### config.mk
export PLATFORM = sky130hd
export DESIGN_NAME = id_ex_shift_reg
export DESIGN_NICKNAME = d
export VERILOG_FILES = /design/src/rtl/mips_pkg.sv /design/src/rtl/hazard_detect_lu.sv /design/src/rtl/id_ex_shift_reg.sv
export SDC_FILE = /design/constraint.sdc
export NUM_CORES = 1
export LEC_CHECK = 0
export BUFFER_PORTS_ARGS = -buffer_cell sky130_fd_sc_hd__buf_2
export CAP_MARGIN = 20
export CORE_AREA = 4 4 131 133
export CTS_CLUSTER_DIAMETER = 30
export DETAILED_ROUTE_END_ITERATION = 6
export DIE_AREA = 0 0 135 137
export GPL_TIMING_DRIVEN = 0
export MAX_ROUTING_LAYER = met4
export PLACE_DENSITY = 0.68
export SYNTH_ARGS = -nofsm -noshare
export SYNTH_HDL_FRONTEND = slang
export SYNTH_SLANG_ARGS = --single-unit
### constraint.sdc
create_clock -name clk -period 2.57 [get_ports clk]
set_input_delay 0.257 -clock clk [delete_from_list [all_inputs] [get_ports clk]]
set_output_delay 0.257 -clock clk [all_outputs]
set_load 0.02 [all_outputs]
### src/rtl/mips_pkg.sv
// mips_pkg: types and constants shared by the ID/EX pipeline register and
// the hazard/forwarding logic.
//   shift_sel_t    : shifter operation select (none, sll, srl, sra)
//   ex_ctrl_t      : control bundle carried from ID into EX
//   EX_CTRL_BUBBLE : all-zero control bundle; a bubble has no side effects
//                    and its shifter select is SH_NONE
package mips_pkg;

   localparam int unsigned EX_DATA_W     = 32;
   localparam int unsigned EX_REG_ADDR_W = 5;
   localparam int unsigned EX_ALU_CTRL_W = 4;

   typedef enum logic [1:0] {
      SH_NONE = 2'd0,
      SH_SLL  = 2'd1,
      SH_SRL  = 2'd2,
      SH_SRA  = 2'd3
   } shift_sel_t;

   typedef struct packed {
      logic [EX_ALU_CTRL_W-1:0] alu_ctrl;
      shift_sel_t               shifter_select;
      logic                     reg_write;
      logic                     mem_read;
      logic                     mem_write;
      logic                     mem_to_reg;
      logic [EX_REG_ADDR_W-1:0] dest_reg;
   } ex_ctrl_t;

   localparam ex_ctrl_t EX_CTRL_BUBBLE = '0;

   // Shift amount actually used by the shifter: the rs low bits for
   // variable shifts (sllv/srlv/srav), the instruction field otherwise.
   function automatic logic [$clog2(EX_DATA_W)-1:0] resolve_shamt(
      input logic                          shamt_var,
      input logic [EX_DATA_W-1:0]          rs_data,
      input logic [$clog2(EX_DATA_W)-1:0]  shamt_field
   );
      return shamt_var ? rs_data[$clog2(EX_DATA_W)-1:0] : shamt_field;
   endfunction

endpackage

### src/rtl/hazard_detect_lu.sv
// hazard_detect_lu: combinational load-use comparator.
// Raises hazard when the instruction in EX is a valid load writing a
// non-zero register that the valid instruction in ID reads as rs or rt.
// Ports:
//   ex_valid, ex_mem_read, ex_dest_reg : current EX-stage state
//   id_valid, id_rs_addr, id_rt_addr   : ID-stage source registers
//   hazard                             : load-use hazard flag
module hazard_detect_lu #(
   parameter int unsigned REG_ADDR_W = 5
) (
   input  logic                  ex_valid,
   input  logic                  ex_mem_read,
   input  logic [REG_ADDR_W-1:0] ex_dest_reg,
   input  logic                  id_valid,
   input  logic [REG_ADDR_W-1:0] id_rs_addr,
   input  logic [REG_ADDR_W-1:0] id_rt_addr,
   output logic                  hazard
);

   logic dest_nonzero;
   logic src_match;

   // Register 0 is hard-wired, so a load targeting it never creates a dependency.
   assign dest_nonzero = (ex_dest_reg != '0);
   assign src_match    = (ex_dest_reg == id_rs_addr) || (ex_dest_reg == id_rt_addr);
   assign hazard       = ex_valid && ex_mem_read && dest_nonzero && id_valid && src_match;

endmodule

### src/rtl/id_ex_shift_reg.sv
// id_ex_shift_reg: ID/EX pipeline register feeding the execute stage and
// its shifter. Resolves the shift amount at capture time, handles stall
// and flush (flush wins), and flags load-use hazards.
// Optional build macro: ID_EX_PERF_EN adds stall_cnt / bubble_cnt.
// Ports:
//   clk, rst_n          : clock, async active-low reset
//   stall, flush        : hold EX / replace EX with a bubble
//   id_*                : decoded instruction from ID
//   ex_*                : registered EX-stage copies (1 cycle latency)
//   ex_shift_in         : shifter operand (registered rt data)
//   ex_shamt            : resolved shift amount
//   load_use_hazard     : combinational, to the hazard unit
//   stall_cnt/bubble_cnt: perf counters (ID_EX_PERF_EN only)
module id_ex_shift_reg
   import mips_pkg::*;
#(
   parameter int unsigned DATA_W     = EX_DATA_W,
   parameter int unsigned REG_ADDR_W = EX_REG_ADDR_W,
   parameter int unsigned ALU_CTRL_W = EX_ALU_CTRL_W,
   parameter int unsigned SHAMT_W    = $clog2(DATA_W)
) (
   input  logic                  clk,
   input  logic                  rst_n,
   input  logic                  stall,
   input  logic                  flush,
   input  logic                  id_valid,
   input  logic [DATA_W-1:0]     id_pc,
   input  logic [REG_ADDR_W-1:0] id_rs_addr,
   input  logic [REG_ADDR_W-1:0] id_rt_addr,
   input  logic [DATA_W-1:0]     id_rs_data,
   input  logic [DATA_W-1:0]     id_rt_data,
   input  logic [DATA_W-1:0]     id_imm,
   input  logic [SHAMT_W-1:0]    id_shamt,
   input  logic                  id_shamt_var,
   input  logic [1:0]            id_shifter_select,
   input  logic [ALU_CTRL_W-1:0] id_alu_ctrl,
   input  logic [REG_ADDR_W-1:0] id_dest_reg,
   input  logic                  id_reg_write,
   input  logic                  id_mem_read,
   input  logic                  id_mem_write,
   input  logic                  id_mem_to_reg,
   output logic                  ex_valid,
   output logic [DATA_W-1:0]     ex_pc,
   output logic [DATA_W-1:0]     ex_rs_data,
   output logic [DATA_W-1:0]     ex_rt_data,
   output logic [DATA_W-1:0]     ex_imm,
   output logic [DATA_W-1:0]     ex_shift_in,
   output logic [SHAMT_W-1:0]    ex_shamt,
   output logic [1:0]            ex_shifter_select,
   output logic [ALU_CTRL_W-1:0] ex_alu_ctrl,
   output logic [REG_ADDR_W-1:0] ex_dest_reg,
   output logic                  ex_reg_write,
   output logic                  ex_mem_read,
   output logic                  ex_mem_write,
   output logic                  ex_mem_to_reg,
`ifdef ID_EX_PERF_EN
   output logic [31:0]           stall_cnt,
   output logic [31:0]           bubble_cnt,
`endif
   output logic                  load_use_hazard
);

   // ---------------------------------------------------------------
   // Pipeline registers
   // ---------------------------------------------------------------
   logic              valid_q;
   logic [DATA_W-1:0] pc_q;
   logic [DATA_W-1:0] rs_data_q;
   logic [DATA_W-1:0] rt_data_q;
   logic [DATA_W-1:0] imm_q;
   logic [SHAMT_W-1:0] shamt_q;
   ex_ctrl_t          ctrl_q;

   // Values written on a load edge. An invalid ID slot produces exactly
   // the bubble image, so flush and "load nothing" share one encoding.
   logic              valid_d;
   logic [DATA_W-1:0] pc_d;
   logic [DATA_W-1:0] rs_data_d;
   logic [DATA_W-1:0] rt_data_d;
   logic [DATA_W-1:0] imm_d;
   logic [SHAMT_W-1:0] shamt_d;
   ex_ctrl_t          ctrl_d;

   always_comb begin
      valid_d   = 1'b0;
      pc_d      = '0;
      rs_data_d = '0;
      rt_data_d = '0;
      imm_d     = '0;
      shamt_d   = '0;
      ctrl_d    = EX_CTRL_BUBBLE;
      if (id_valid) begin
         valid_d               = 1'b1;
         pc_d                  = id_pc;
         rs_data_d             = id_rs_data;
         rt_data_d             = id_rt_data;
         imm_d                 = id_imm;
         // Resolved here so EX never needs the raw rs value for shifting.
         shamt_d               = resolve_shamt(id_shamt_var, id_rs_data, id_shamt);
         ctrl_d.alu_ctrl       = id_alu_ctrl;
         ctrl_d.shifter_select = shift_sel_t'(id_shifter_select);
         ctrl_d.reg_write      = id_reg_write;
         ctrl_d.mem_read       = id_mem_read;
         ctrl_d.mem_write      = id_mem_write;
         ctrl_d.mem_to_reg     = id_mem_to_reg;
         ctrl_d.dest_reg       = id_dest_reg;
      end
   end

   always_ff @(posedge clk or negedge rst_n) begin
      if (!rst_n) begin
         valid_q   <= 1'b0;
         pc_q      <= '0;
         rs_data_q <= '0;
         rt_data_q <= '0;
         imm_q     <= '0;
         shamt_q   <= '0;
         ctrl_q    <= EX_CTRL_BUBBLE;
      end else if (flush) begin
         // Flush overrides stall: a mispredict kill beats a hazard hold.
         valid_q   <= 1'b0;
         pc_q      <= '0;
         rs_data_q <= '0;
         rt_data_q <= '0;
         imm_q     <= '0;
         shamt_q   <= '0;
         ctrl_q    <= EX_CTRL_BUBBLE;
      end else if (!stall) begin
         valid_q   <= valid_d;
         pc_q      <= pc_d;
         rs_data_q <= rs_data_d;
         rt_data_q <= rt_data_d;
         imm_q     <= imm_d;
         shamt_q   <= shamt_d;
         ctrl_q    <= ctrl_d;
      end
   end

   // ---------------------------------------------------------------
   // Outputs
   // ---------------------------------------------------------------
   assign ex_valid          = valid_q;
   assign ex_pc             = pc_q;
   assign ex_rs_data        = rs_data_q;
   assign ex_rt_data        = rt_data_q;
   assign ex_imm            = imm_q;
   assign ex_shift_in       = rt_data_q;
   assign ex_shamt          = shamt_q;
   assign ex_shifter_select = ctrl_q.shifter_select;
   assign ex_alu_ctrl       = ctrl_q.alu_ctrl;
   assign ex_dest_reg       = ctrl_q.dest_reg;
   assign ex_reg_write      = ctrl_q.reg_write;
   assign ex_mem_read       = ctrl_q.mem_read;
   assign ex_mem_write      = ctrl_q.mem_write;
   assign ex_mem_to_reg     = ctrl_q.mem_to_reg;

   // Evaluated on the held EX contents, so it stays high for the whole stall.
   hazard_detect_lu #(
      .REG_ADDR_W (REG_ADDR_W)
   ) u_hazard_detect_lu (
      .ex_valid    (valid_q),
      .ex_mem_read (ctrl_q.mem_read),
      .ex_dest_reg (ctrl_q.dest_reg),
      .id_valid    (id_valid),
      .id_rs_addr  (id_rs_addr),
      .id_rt_addr  (id_rt_addr),
      .hazard      (load_use_hazard)
   );

`ifdef ID_EX_PERF_EN
   // ---------------------------------------------------------------
   // Performance counters (wrap modulo 2^32)
   // ---------------------------------------------------------------
   logic stall_evt;
   logic bubble_evt;

   assign stall_evt  = stall && !flush;
   assign bubble_evt = flush || (!stall && !id_valid);

   always_ff @(posedge clk or negedge rst_n) begin
      if (!rst_n) begin
         stall_cnt  <= '0;
         bubble_cnt <= '0;
      end else begin
         if (stall_evt) begin
            stall_cnt <= stall_cnt + 32'd1;
         end
         if (bubble_evt) begin
            bubble_cnt <= bubble_cnt + 32'd1;
         end
      end
   end
`endif

endmodule

==> results.ini, run 1 <==
[status]
status = completed

[routing]
wire_per_inst_um = 17.6
drt_wl_total_um = 17400
ant_nets = 0
drc = 0
vias_per_cell = 4.77
first_pass_iters = 4
dr.first_iter.drc_count = 185
via_count = 4722

[timing]
fin_worst_skew_ps = 0
hold_viol = 0
relSlewSlack_pct = 52.3
finalSetupViolations = 0
rsz0062_at_grt = no
maxSlewViolCount = 0
clock.fmax_mhz = 469
worst_slew_pin_slew_ps = 716
setup_tns_ps = 0
post-route-min-period_ps = 2130
whs_ps = 53.9
fin_crit_sh_pct = 82.9

[floorplanning]
rows = 46
die_w_um = 135
io_pins = 346
die_h_um = 137
die_area_mm2 = 0.0185
coreArea_mm2 = 0.0158
start_util_pct = 36.0

[global_routing]
antenna_found_initial = 0
grt_pass1_wl_um = 26400
grtUsageTotal_pct = 19.0
grt_max_degree = 79
grt_pass1_vias = 4860
grt_overflow = 0

[clocking]
cts-resized-gates = 0
cts_tree = done
clock-sinks = 149
cts_buffer_depth = 2
clk_pin_slew_ps = 60
clock_latency_ps = 410
cts_root_buf = clkbuf_16
cts_made_buffers = 17
htreeDepth = 4

[worst_setup_path]
worstPathRequired_ps = 2310
cp.arrival_ps = 1870
timing.critical_path.from_type = flop
endpoint_kind = output port
cp_max_fo = 5
rrSetupSlack_ps = 1770
worstSetupPathType = flop to output port

[cells_and_area]
seq_area_mm2 = 0.00373
multi_input_area_mm2 = 0.00150
area_growth_pct = 45.2
fillers = 1413
drive_gt1_share_pct = 56.6
final_nets = 925
diodes = 0
final_util_pct = 52.3

[pwr]
p_per_area_mw_per_mm2 = 654
total_power_mw = 5.41
vdd_drop_max_v = 0.000427
p_leak_nw = 4.86

[yosys]
synth_fp_nets = 560
synth-compound-area-share_pct = 22.6
synth_cells = 396
seq_area_frac_synth_pct = 65.4
synth_mux_area_share_pct = 0.877
synth.distinct_cells = 20
synth.avg_cell_area_um2 = 14.4
ys_warn_count = 0
synth-simple-area-share_pct = 1.29
synth_top_family_by_area = compound AO/OA/AOI/OAI gates
synthAdderAreaFrac_pct = 0
ys_ff_latch = 149
synthesis.area_mm2 = 0.00571
synthXorXnorAreaFrac_pct = 1.54

[placed_design]
gp_congestion = 0.801
numPortBuffers = 344
dp_hpwl_um = 13400

[flow_run]
max-cap-violations = 0

[worst_hold_path]
holdCritPathClass = input pin to flop

[per-layer routing]
layer,part of all wire (%),wire length [um],vias up,global-route usage [%]
met4,1.1,187,0,4.93
met3,7.8,1360,15,5.63
met2,51,8960,237,31.9
li1,-,-,2182,-
met1,40,6900,2288,22.6
met5,0,0,-,-
[cells in the final DEF, fill, tap and decap left out, drive strengths merged]
cell type    Yosys  layout
clkinv           0       5
dlygate4sd3      0       1
o2111ai          1       1
nor2b            1       1
a21oi            1       1
inv              0       4
dfrtp          149     149
a22o           143     143
nor3             2       2
xnor2            4       4
nand3            2       2
clkinvlp         0       3
xor2             6       6
and2             1       1
or4              1       1
nand2            8       8
o21ai            5       5
buf             64     409
nor2             1       1
mux2i            5       5
clkbuf           2      22
[per-stage QoR]
stage	std cells	area (um2)	worst slack, ps
final	990	8280	439
after global routing	990	8280	353
after CTS	990	8280	417
after detailed placement	957	7730	874
after global placement	956	7700	-919
after floorplan	396	5710	1000
[cell families (layout without fill, tap and decap cells)]
| kind of cell | Yosys count | count (layout) |
|---|---|---|
| AND/OR/NAND/NOR | 16 | 16 |
| AO/OA/AOI/OAI | 150 | 150 |
| XOR/XNOR | 10 | 10 |
| multiplexers | 5 | 5 |
| flip-flops | 149 | 149 |
| buffers and inverters | 66 | 444 |
[path summary, 6_finish.rpt]
path                                            startpoint                    endpoint  depth (start not counted)
max in group asynchronous                            rst_n  ex_rs_data[19]$_DFFE_PN0P_                          3
worst min register to register     ex_shamt[4]$_DFFE_PN0P_     ex_shamt[4]$_DFFE_PN0P_                          2
worst max register to register  ex_dest_reg[2]$_DFFE_PN0P_  ex_dest_reg[2]$_DFFE_PN0P_                          1
worst max-delay path            ex_dest_reg[0]$_DFFE_PN0P_             load_use_hazard                          4
worst min-delay path                             id_imm[5]       ex_imm[5]$_DFFE_PN0P_                          2
min in group asynchronous                            rst_n       ex_pc[23]$_DFFE_PN0P_                          2
[timing repair]
item,CTS,global route
buffers inserted,0,0
hold endpoints to repair,77,0
hold buffers,1,0
setup endpoints to repair,0,0
[cell type report]
type,instances,share of cell area [%]
clock inverters,12,1.13
repair buffers,346,21.3
multi-input cells,181,18.1
flip-flops and latches,149,45.0
plain buffers,66,5.73
well taps,216,3.26
clock buffers,20,5.39
[cells in the mapped netlist, drive strengths merged]
| cell | number | share of area [%] |
|---|---|---|
| a21oi | 1 | 0.088 |
| o2111ai | 1 | 0.15 |
| xnor2 | 4 | 0.61 |
| nand3 | 2 | 0.18 |
| xor2 | 6 | 0.92 |
| clkbuf | 2 | 0.13 |
| dfrtp | 149 | 65 |
| nor2 | 1 | 0.066 |
| o21ai | 5 | 0.44 |
| or4 | 1 | 0.13 |
| and2 | 1 | 0.11 |
| buf | 64 | 8.2 |
| nand2 | 8 | 0.53 |
| a22o | 143 | 22 |
| nor3 | 2 | 0.18 |
| nor2b | 1 | 0.11 |
| mux2i | 5 | 0.88 |
[power breakdown]
group	switching [mW]	internal, mW
clock	0.982	1.27
combinational	0.381	0.284
sequential	0.0584	2.43
[worst max-delay path, stage by stage, from the launching register on]
cell and delay (ps):
dfrtp_1 460, or4_1 560, o2111ai_1 230, a21oi_1 60, buf_2 160
(Power assumes the default switching activity.)
==> inputs of run 2 (changes only) <==
==> constraint.sdc (replaced) <==
create_clock -name clk -period 2.1 [get_ports clk]
set_input_delay 0.21 -clock clk [delete_from_list [all_inputs] [get_ports clk]]
set_output_delay 0.21 -clock clk [all_outputs]
set_load 0.02 [all_outputs]
==> run 2 against run 1 <==
- sequential share of layout area decreased by 2.6 points
- largest power group unchanged
- flip-flop and latch count unchanged
- largest cell class unchanged
- die area is the same
- hold slack got worse by 39 ps
- non-clock buffer count rose by 50
- clock-buffer cell count unchanged
- clock skew did not move
- critical endpoint unchanged
- wire length up 4.1%
- cell area increased by 6.2%
- first-iteration DRC count increased by 10%
- critical path depth did not move
==> results.ini, run 2 (synthesis results as in run 1) <==
[global_routing]
grtUsageTotal_pct = 19.7
antenna_found_initial = 0
grt_overflow = 0
grt_pass1_vias = 5114
grt_pass1_wl_um = 27500
grt_max_degree = 79

[worst_setup_path]
cp.arrival_ps = 1800
slowest_delay_ps = 550
cp_max_fo = 5
r2r_start = ex_dest_reg[1]$_DFFE_PN0P_
r2r_end = ex_dest_reg[1]$_DFFE_PN0P_
path_cells = or4_4 -> o2111ai_2 -> a21oi_1 -> buf_2
reg2regPathDepth = 1
worstSetupPathType = flop to output port
crit_end = load_use_hazard
timing.critical_path.from_type = flop
worstPathRequired_ps = 1890
rrSetupSlack_ps = 1280
slowest_stage = or4_4
crit_start = ex_dest_reg[0]$_DFFE_PN0P_
endpoint_kind = output port

[placed_design]
postPlaceCellArea_mm2 = 0.00773
numPortBuffers = 344
dp_hpwl_um = 13400
dpl.cell_count = 957
gp_congestion = 0.801
place_ws_ps = 451

[routing]
first_pass_iters = 4
drc = 0
vias_per_cell = 4.74
drt_wl_total_um = 18100
ant_nets = 0
dr.first_iter.drc_count = 204
wire_per_inst_um = 17.4
via_count = 4931

[cells_and_area]
diodes = 0
fin_cells = 1040
drive_gt1_share_pct = 53.5
final_util_pct = 55.6
fillers = 1357
final_common_cell = buf_2
final_nets = 975
area_growth_pct = 54.1
final_cell_area_mm2 = 0.00879
mostFrequentLayoutCells = buf_2, dfrtp_1, a22o_1, dlygate4sd3_1, buf_4

[timing]
hold_viol = 0
post-route-min-period_ps = 2010
finalSetupViolations = 0
whs_ps = 15.1
relSlewSlack_pct = 52.3
worst_slew_pin_slew_ps = 715
fin_crit_sh_pct = 95.9
fin_worst_skew_ps = 0
maxSlewViolCount = 0
fin_ws_ps = 85.2
clock.fmax_mhz = 496
rsz0062_at_grt = no
setup_tns_ps = 0

[floorplanning]
start_util_pct = 36.0
die_h_um = 137
die_area_mm2 = 0.0185
rows = 46
io_pins = 346
coreArea_mm2 = 0.0158
die_w_um = 135

[pwr]
intPower_mw = 4.95
p_sw_mw = 1.76
total_power_mw = 6.71
combPwrFrac_pct = 13.3
vdd_drop_max_v = 0.000524
p_clk_share_pct = 41.2
p_leak_nw = 5.07
pwr-share-seq_pct = 45.5
power_switching_share_pct = 26.3
p_per_area_mw_per_mm2 = 763

[worst_hold_path]
holdCritPathClass = input pin to flop
hp-start = id_rs_data[8]

[clocking]
clock-sinks = 149
clock_latency_ps = 410
cts_root_buf = clkbuf_16
cts_made_buffers = 17
cts_tree = done
cts_buffer_depth = 2
clk_pin_slew_ps = 60
htreeDepth = 4

[flow_run]
max-cap-violations = 0

[status]
status = completed

## run 2: cell count changes in the layout (fill, tap and decap cells not counted), sizes merged
cell,change
dlygate4sd3,+50
## run 2: power groups by stage
stage	combinational, mW	clock (mW)	sequential (mW)
finish	0.892	2.76	3.05
global route	0.967	2.98	3.07
CTS	0.894	2.82	3.05
detailed placement	0.826	0	3.10
global placement	0.809	0	3.10
floorplan	0.265	0	3.23
## run 2: per-layer routing
metal,track usage (%),share of wire (%)
met3,5.26,7.3
met4,5.82,1.8
met2,33.0,51
met1,23.5,40
met5,-,0
## run 2: worst min-delay path by stage
stage	endpoint	slack [ps]	cells past startpoint
after global placement	ex_imm[4]$_DFFE_PN0P_	430	2
final	ex_rs_data[8]$_DFFE_PN0P_	20	2
after floorplan	ex_alu_ctrl[0]$_DFFE_PN0P_	-90	0
after CTS	ex_imm[20]$_DFFE_PN0P_	0.3	2
after detailed placement	ex_pc[23]$_DFFE_PN0P_	290	1
after global routing	ex_rs_data[8]$_DFFE_PN0P_	2	2
## run 2: repair_timing
| item | CTS | global route |
|---|---|---|
| gates resized for setup | 1 | 2 |
| hold buffers | 46 | 5 |
| endpoints found under the setup margin | 1 | 1 |
| endpoints found under the hold margin | 122 | 5 |
| buffers inserted | 0 | 0 |
## run 2: cell type report
class	instances	area (um2)	area share [%]
well taps	216	270	3.07
plain buffers	66	474	5.39
repair buffers	396	2270	25.8
clock inverters	12	93.8	1.07
flip-flops and latches	149	3730	42.4
clock buffers	20	447	5.08
multi-input cells	181	1510	17.2
## run 2: critical path, delay by kind of cell (launching register included)
family	cells	cell delay (ps)
and+or+nand+nor	1	550
DFF	1	450
AOI/OAI and AO/OA	2	240
buffers and inverters	1	160
==> inputs of run 3 (changes only) <==
--- a/config.mk
+++ b/config.mk
@@ -7,13 +7,13 @@
 export LEC_CHECK = 0
 export BUFFER_PORTS_ARGS = -buffer_cell sky130_fd_sc_hd__buf_2
 export CAP_MARGIN = 20
-export CORE_AREA = 4 4 131 133
-export CTS_CLUSTER_DIAMETER = 30
+export CORE_AREA = 4 4 133 135
 export DETAILED_ROUTE_END_ITERATION = 6
-export DIE_AREA = 0 0 135 137
+export DIE_AREA = 0 0 137 139
 export GPL_TIMING_DRIVEN = 0
 export MAX_ROUTING_LAYER = met4
-export PLACE_DENSITY = 0.68
+export PLACE_DENSITY = 0.69
 export SYNTH_ARGS = -nofsm -noshare
 export SYNTH_HDL_FRONTEND = slang
+export SYNTH_HIERARCHICAL = 1
 export SYNTH_SLANG_ARGS = --single-unit
==> constraint.sdc (replaced) <==
create_clock -name clk -period 1.7 [get_ports clk]
set_input_delay 0.17 -clock clk [delete_from_list [all_inputs] [get_ports clk]]
set_output_delay 0.17 -clock clk [all_outputs]
set_load 0.02 [all_outputs]
==> run 3 against run 2 <==
- the run now ends with negative setup slack left
- cell area rose by 11%
- hold slack improved by 14 ps
- via count is 9.1% higher
- highest routed layer unchanged
==> results.ini, run 3 <==
[status]
status = complete, but fails checks
violations = negative setup slack

[routing]
drt_wl_total_um = 20300
via_count = 5380
drc = 0
dr.first_iter.drc_count = 204
ant_nets = 0
vias_per_cell = 4.76
wire_per_inst_um = 18.0
first_pass_iters = 4

[clocking]
cts_buffer_depth = 2
cts_made_buffers = 17
cts_tree = done
clock_latency_ps = 420
cts_root_buf = clkbuf_16
clock-sinks = 149
htreeDepth = 4
clk_pin_slew_ps = 60

[yosys]
synth.avg_cell_area_um2 = 14.6
ys_ff_latch = 149
netlist.area_leader.share_pct = 66.0
synth_ff_type = dfrtp_1
synth_cells = 387
synth-edff-count = 0
synth.distinct_cells = 16
yosysTopAreaCell = dfrtp_1
ys_warn_count = 6
yosys-top-cells-area = dfrtp_1, a22o_1, buf_4, buf_2, mux2_2
synthTopCellsByCount = dfrtp_1, a22o_1, buf_4
async_flop_share_pct = 100
synth_fp_nets = 551
synthesis.area_mm2 = 0.00565
seq_area_frac_synth_pct = 66.0
yosysMostFrequentCell = dfrtp_1

[cells_and_area]
final_common_cell = buf_2
seq_area_mm2 = 0.00373
drive_gt1_share_pct = 49.6
mostFrequentLayoutCells = buf_2, a22o_1, dfrtp_1, dlygate4sd3_1, buf_4
final_nets = 1062
final_util_pct = 59.2
fin_cells = 1131
multi_input_area_mm2 = 0.00152
fillers = 1299
diodes = 0
area_growth_pct = 72.6

[worst_hold_path]
worstHoldEndpoint = ex_imm[24]$_DFFE_PN0P_
min_path_cells = 2
holdCritPathClass = input pin to flop
hp-start = id_imm[24]

[global_routing]
grt_max_degree = 91
antenna_found_initial = 0
grt_pass1_vias = 5660
grtUsageTotal_pct = 21.3
grt_pass1_wl_um = 30600
grt_overflow = 0

[floorplanning]
io_pins = 346
start_util_pct = 34.3
die_area_mm2 = 0.0190
die_w_um = 137
rows = 47
die_h_um = 139
coreArea_mm2 = 0.0165

[worst_setup_path]
r2r_end = ex_dest_reg[4]$_DFFE_PN0P_
slowest_delay_ps = 540
slowest_stage = or4_4
crit_buf_inv = 1
reg2regPathDepth = 2
cp_max_fo = 2
endpoint_kind = output port
r2r_start = ex_dest_reg[4]$_DFFE_PN0P_
worstSetupPathType = flop to output port
crit_start = ex_dest_reg[3]$_DFFE_PN0P_
timing.critical_path.from_type = flop
path_delay_family = simple AND/OR/NAND/NOR gates
rrSetupSlack_ps = 790
worstPathRequired_ps = 1530
cp.arrival_ps = 1770
path_cells = or4_4 -> o2111ai_2 -> a21oi_2 -> buf_4

[timing]
hold_viol = 0
fin_crit_sh_pct = 114
relSlewSlack_pct = 63.5
worst_slew_pin_slew_ps = 548
post-route-min-period_ps = 1940
fin_worst_skew_ps = 0
setup_tns_ps = -239
finalSetupViolations = 1
rsz0062_at_grt = yes
fin_ws_ps = -239
whs_ps = 28.6
clock.fmax_mhz = 516
maxSlewViolCount = 0

[pwr]
p_leak_nw = 5.48
p_sw_mw = 2.21
combPwrFrac_pct = 14.6
pwr-share-seq_pct = 42.7
p_clk_share_pct = 42.8
power_switching_share_pct = 25.0
vdd_drop_max_v = 0.000648
total_power_mw = 8.84
intPower_mw = 6.64
p_per_area_mw_per_mm2 = 907

[placed_design]
gp_congestion = 0.778
dpl.cell_count = 953
dp_hpwl_um = 13200
numPortBuffers = 345

[flow_run]
max-cap-violations = 0

run 3: cell types whose count changed after synthesis, sizes merged, moves of 5 or more:
cell	change
nand2	-8
mux2i	-5
mux2	+5
a22o	+5
o21ai	-5
run 3: worst max-delay path by stage:
stage	to	cells after the start	slack [ps]
after floorplan	load_use_hazard	3	220
after global placement	ex_imm[16]$_DFFE_PN0P_	1	-1690
after detailed placement	load_use_hazard	4	100
after CTS	load_use_hazard	4	-250
after global routing	load_use_hazard	4	-300
final	load_use_hazard	4	-240
run 3: per-layer routing:
layer	global-route usage [%]	vias up	wire (um)	share of wire (%)
met4	7.51	0	599	2.9
met3	4.57	48	1240	6.1
li1	-	2480	-	-
met2	37.3	248	10800	53
met5	-	-	0	0
met1	23.8	2604	7720	38
run 3: cell type report:
| type | instances | area share [%] |
|---|---|---|
| Sequential cell | 149 | 38.3 |
| Multi-Input combinational cell | 173 | 15.6 |
| Tap cell | 220 | 2.82 |
| Timing Repair Buffer | 492 | 33.0 |
| Buffer | 65 | 4.21 |
| Clock inverter | 12 | 1.59 |
| Clock buffer | 20 | 4.48 |
run 3: stage by stage:
stage / setup WS (ps) / cell area (um2)
2_1_floorplan: 217 / 5650
3_3_place_gp: -1690 / 7650
3_5_place_dp: 97.9 / 7680
4_1_cts: -247 / 9740
5_1_grt: -295 / 9750
6_report: -239 / 9750
run 3: worst register-to-register path, stage by stage, from the launching register on:
cell	delay (ps)
dfrtp_2	420
buf_4	170
a22o_1	200
run 3: power by group through the flow:
stage	clock (mW)	combinational (mW)	sequential, mW
2_1_floorplan	0	0.317	3.99
3_3_place_gp	0	0.986	3.83
4_1_cts	3.86	1.28	3.77
6_report	3.78	1.29	3.77
5_1_grt	4.03	1.38	3.79
3_5_place_dp	0	1.00	3.83
run 3: timing repair:
action / CTS / global route
setup buffers: 3 / 0
gates resized for setup: 4 / 2
setup endpoints to repair: 1 / 1
hold buffers: 143 / 0
cloned: 0 / 0
hold endpoints to repair: 201 / 0
run 3: cells by family (layout without fill, tap and decap cells):
kind of cell              after synthesis  in the layout  share of synthesized area, %
AOI/OAI and AO/OA                     151            151                          23.3
xor gates and xnor gates               10             10                          1.55
buffers and inverters                  65            589                          7.27
DFF                                   149            149                          66.0
muxes                                   5              5                         0.997
and+or+nand+nor                         7              7                         0.820
